===== src/rtl/regfile_write_arbiter.sv =====
// regfile_write_arbiter: 4-way regfile write arbiter; req/req_reg/req_data in, registered gnt/ctrl_writeEnable/ctrl_writeReg/data_writeReg/busy out
module regfile_write_arbiter #(
  parameter int DATA_W = 32,
  parameter int ADDR_W = 5
) (
  input  logic                clock,
  input  logic                ctrl_reset_n,
  input  logic [3:0]          req,
  input  logic [4*ADDR_W-1:0] req_reg,
  input  logic [4*DATA_W-1:0] req_data,
  output logic [3:0]          gnt,
  output logic                ctrl_writeEnable,
  output logic [ADDR_W-1:0]   ctrl_writeReg,
  output logic [DATA_W-1:0]   data_writeReg,
  output logic                busy
);
  logic [1:0] rr_last, c1, c2, win;
  logic [3:0] elig;
  logic found;
  logic [ADDR_W-1:0] win_reg;
  logic [DATA_W-1:0] win_data;
  always_comb begin
    elig = req & ~gnt;
    c1 = (rr_last == 2'd3) ? 2'd1 : rr_last + 2'd1;
    c2 = (c1 == 2'd3) ? 2'd1 : c1 + 2'd1;
    found = |elig;
    win = elig[0] ? 2'd0 : elig[c1] ? c1 : elig[c2] ? c2 : rr_last;
    win_reg = req_reg[win*ADDR_W +: ADDR_W];
    win_data = req_data[win*DATA_W +: DATA_W];
  end
  always_ff @(posedge clock or negedge ctrl_reset_n)
    if (!ctrl_reset_n) begin
      gnt <= '0;
      ctrl_writeEnable <= 1'b0;
      ctrl_writeReg <= '0;
      data_writeReg <= '0;
      busy <= 1'b0;
      rr_last <= 2'd3;
    end else begin
      gnt <= found ? 4'b0001 << win : 4'b0000;
      ctrl_writeEnable <= found && (win_reg != '0);
      busy <= $countones(elig) > 1;
      if (found) begin
        ctrl_writeReg <= win_reg;
        data_writeReg <= win_data;
        if (win != 2'd0) rr_last <= win;
      end
    end
endmodule


===== config.mk =====
export PLATFORM = sky130hd
export DESIGN_NAME = regfile_write_arbiter
export DESIGN_NICKNAME = d
export VERILOG_FILES = /design/src/rtl/regfile_write_arbiter.sv
export SDC_FILE = /design/constraint.sdc
export NUM_CORES = 1
export LEC_CHECK = 0
export CORE_AREA = 8 8 102 104
export CTS_CLUSTER_DIAMETER = 30
export DETAILED_ROUTE_END_ITERATION = 7
export DIE_AREA = 0 0 110 112
export GPL_ROUTABILITY_DRIVEN = 0
export PLACE_DENSITY = 0.81
export SLEW_MARGIN = 15
export SYNTH_ARGS = -nofsm -noshare
export SYNTH_HDL_FRONTEND = slang
export SYNTH_SLANG_ARGS = --single-unit

===== constraint.sdc =====
create_clock -name clock -period 3.2 [get_ports clock]
set_input_delay 0.96 -clock clock [delete_from_list [all_inputs] [get_ports clock]]
set_output_delay 0.96 -clock clock [all_outputs]
set_load 0.005 [all_outputs]

==> flow_metrics.py <==
metrics = {
    "power_and_ir_drop": {
        "pwr_density_cell_mw_per_mm2": 1070,
        "leakagePower_nw": 2.47,
        "max-vdd-ir-drop_v": 0.000516,
        "total_power_mw": 5.92,
    },
    "worst_setup_path": {
        "cp_data_required_time_ps": 3400,
        "critical_path.max_fanout": 11,
        "critPathKind": "in2reg",
        "worst_path_max_delay_cell": "sky130_fd_sc_hd__mux4_2",
        "worstPathArrival_ps": 3270,
        "r2r-start": "rr_last[0]",
        "crit_chain": "clkdlybuf4s50_1 > nor2b_1 > mux4_2 > a211o_1 > and2_1 > buf_4 > mux2_4 > a41oi_1",
        "setup.worst_path.start_class": "input pin",
        "gate_family_responsible_for_the_most_delay_along_the_worst_path": "multiplexers",
        "start_point_of_the_critical_path": "req[2]",
        "slowest_delay_ps": 530,
        "critPathBufInv": 2,
        "setup.worst_path.end_class": "register",
    },
    "logic_synthesis": {
        "mappedNetlistNets": 571,
        "synth.yosys.seq_area_share_pct": 34.5,
        "synth_area_mm2": 0.00327,
        "synth_enable_flop_cells": 0,
        "netlist-cell-type-count": 39,
        "synth_flop_cell": "sky130_fd_sc_hd__dfrtp_1",
        "average_cell_area_after_synthesis_um2": 7.90,
        "ys_async_sr_fraction_pct": 100,
        "ys_ff_latch": 45,
        "yosysWarnings": 0,
        "synth_cells": 414,
    },
    "route": {
        "number_of_design_rule_violations_left_by_the_first_detailed_router_iteration": 129,
        "firstDrtPassIters": 4,
        "wl_per_cell_um": 16.5,
        "antenna_left": 0,
        "final_routed_wirelength_across_all_metal_layers_um": 12000,
        "drt_drc_violations_left": 0,
        "route.vias.total": 3623,
        "vias_per_cell": 5.01,
    },
    "timing": {
        "maxSlewViolCount": 0,
        "post-route-period-util_pct": 95.9,
        "sum_neg_setup_slack_ps": 0,
        "period_minus_slack_ps": 3070,
        "setup-violations-final": 0,
        "hold_viol_final": 0,
        "timing.fmax_ghz": 0.326,
        "layout_setup_ws_ps": 132,
        "skew_ps": 6.25,
        "rsz_0062_raised_after_global_routing": "false",
        "worst_slew_margin_rel_pct": 34.0,
        "worst_slew_pin_slew_ps": 990,
    },
    "hold_path": {
        "min_delay_worst_type": "reg2reg",
        "worst_hold_startpoint": "data_writeReg[27]",
    },
    "floorplanning": {
        "die_area_mm2": 0.0123,
        "core.rowCount": 35,
        "die_y_um": 112,
        "die_w_um": 110,
        "core-area_mm2": 0.00889,
        "top_level_ports": 197,
        "start_util_pct": 36.8,
    },
    "cts": {
        "cts_buffers": 5,
        "tritoncts": "yes",
        "cts_buffer_depth": 2,
        "cell_at_the_root_of_the_clock_tree": "sky130_fd_sc_hd__clkbuf_8",
        "clk_pin_slew_worst_paths_ps": 80,
        "clock_sinks": 45,
        "cts_max_level": 2,
        "clkLatencyLatePin_ps": 290,
    },
    "cells_and_area": {
        "post_route_cells_drive_above_1_share_pct": 11.9,
        "mostFrequentLayoutCells": "195 x sky130_fd_sc_hd__clkdlybuf4s50_1, 176 x sky130_fd_sc_hd__nand2_1, 68 x sky130_fd_sc_hd__and3_1, 43 x sky130_fd_sc_hd__dfrtp_1, 32 x sky130_fd_sc_hd__o31ai_2",
        "fin_nets": 768,
        "finish.instance_area_mm2": 0.00552,
        "area.growth.synth_to_final_pct": 68.6,
        "layout.cells.most_common": "sky130_fd_sc_hd__clkdlybuf4s50_1",
        "finalNonFillerCells": 723,
        "diodes": 0,
    },
    "outcome": {
        "status": "finished clean",
    },
    "place": {
        "port_buffers": 196,
        "placed_area_mm2": 0.00543,
        "dp.cells": 715,
        "placement.setup.worst_slack_ps": -192,
        "dpl.hpwl_um": 9890,
    },
    "global_route": {
        "global_route.overflow_total": 0,
        "largest_net_degree_at_the_start_of_global_routing": 45,
        "gr-usage-all-layers_pct": 19.5,
        "first_global_vias": 3916,
        "antenna_found_initial": 0,
        "grt_pass1_wl_um": 19200,
    },
    "flow_run": {
        "max_cap_viol_count": 0,
    },
}
[path summary, 6_finish.rpt]
check	end	slack, ps	cells after the start
worst max-delay path	ctrl_writeEnable	130	8
worst min-delay path	data_writeReg[27]	490	2
worst max register to register	ctrl_writeEnable	280	10
worst min register to register	data_writeReg[27]	490	2
max in group asynchronous	rr_last[1]	1660	2
min in group asynchronous	data_writeReg[20]	840	1
[cell type report]
cell class / instances / area, um2
Inverter: 2 / 7.51
Clock buffer: 8 / 80.1
Sequential cell: 45 / 1130
Timing Repair Buffer: 222 / 2190
Tap cell: 111 / 139
Fill cell: 809 / 3370
Multi-Input combinational cell: 335 / 1970
[tightest hold or removal path, stage by stage (launching register included)]
cell	delay (ps)
sky130_fd_sc_hd__dfrtp_1	340
sky130_fd_sc_hd__nand2_1	60
sky130_fd_sc_hd__o31ai_2	50
[cell families after synthesis]
logic type | after synthesis | share of synthesized area, %
compound gates | 48 | 16.0
xor+xnor | 1 | 0.268
fa+ha+maj | 3 | 1.15
buf+inv | 34 | 5.62
flops | 45 | 34.5
mux | 13 | 4.59
simple gates | 270 | 37.9
[synth_stat cells (2+ instances only)]
cell type,number,area (um2)
sky130_fd_sc_hd__nor2b_1,4,25.0
sky130_fd_sc_hd__a211o_1,2,17.5
sky130_fd_sc_hd__mux2i_1,9,90.1
sky130_fd_sc_hd__and3_1,68,425
sky130_fd_sc_hd__o21ai_1,4,20.0
sky130_fd_sc_hd__nor3_1,4,20.0
sky130_fd_sc_hd__ha_1,3,37.5
sky130_fd_sc_hd__o31ai_1,2,15.0
sky130_fd_sc_hd__nor2_1,8,30.0
sky130_fd_sc_hd__buf_6,5,56.3
sky130_fd_sc_hd__nand2_1,176,661
sky130_fd_sc_hd__nand3b_1,2,15.0
sky130_fd_sc_hd__o21ai_0,2,10.0
sky130_fd_sc_hd__buf_2,6,30.0
sky130_fd_sc_hd__dfrtp_1,43,1080
sky130_fd_sc_hd__o31ai_2,32,400
sky130_fd_sc_hd__dfstp_2,2,52.6
sky130_fd_sc_hd__clkbuf_1,18,67.6
sky130_fd_sc_hd__buf_4,3,22.5
sky130_fd_sc_hd__inv_1,2,7.51
[timing repair]
| item | CTS | global route |
|---|---|---|
| setup endpoints to repair | 0 | 9 |
| hold buffers | 0 | 0 |
| gates resized for setup | 0 | 1 |
| buffers inserted | 0 | 0 |
[per-stage QoR]
step | utilization (%) | hold WS [ps]
floorplan | - | 455
global route | 62.0 | 507
detailed placement | 61.1 | 472
global placement | 61.1 | 465
finish | 62.0 | 486
CTS | 62.0 | 489
[flip-flops by register name, summed over array words and instances (netlist names)]
name,count
rr_last,2
data_writeReg,32
gnt,4
ctrl_writeEnable,1
busy,1
ctrl_writeReg,5
[routing by layer]
metal	vias to the layer above	routed length, um	track usage (%)
li1	1793	-	-
met1	1685	4350	20.2
met2	123	6350	35.3
met4	0	287	6.40
met3	22	961	6.35
met5	-	0	0
[report_power, final]
| part | switching [mW] | internal [mW] |
|---|---|---|
| clock network | 0.180 | 0.155 |
| registers | 0.165 | 0.909 |
| logic | 2.20 | 2.30 |
| total | 2.55 | 3.37 |
No activity file was read; power rests on OpenSTA's default activity.
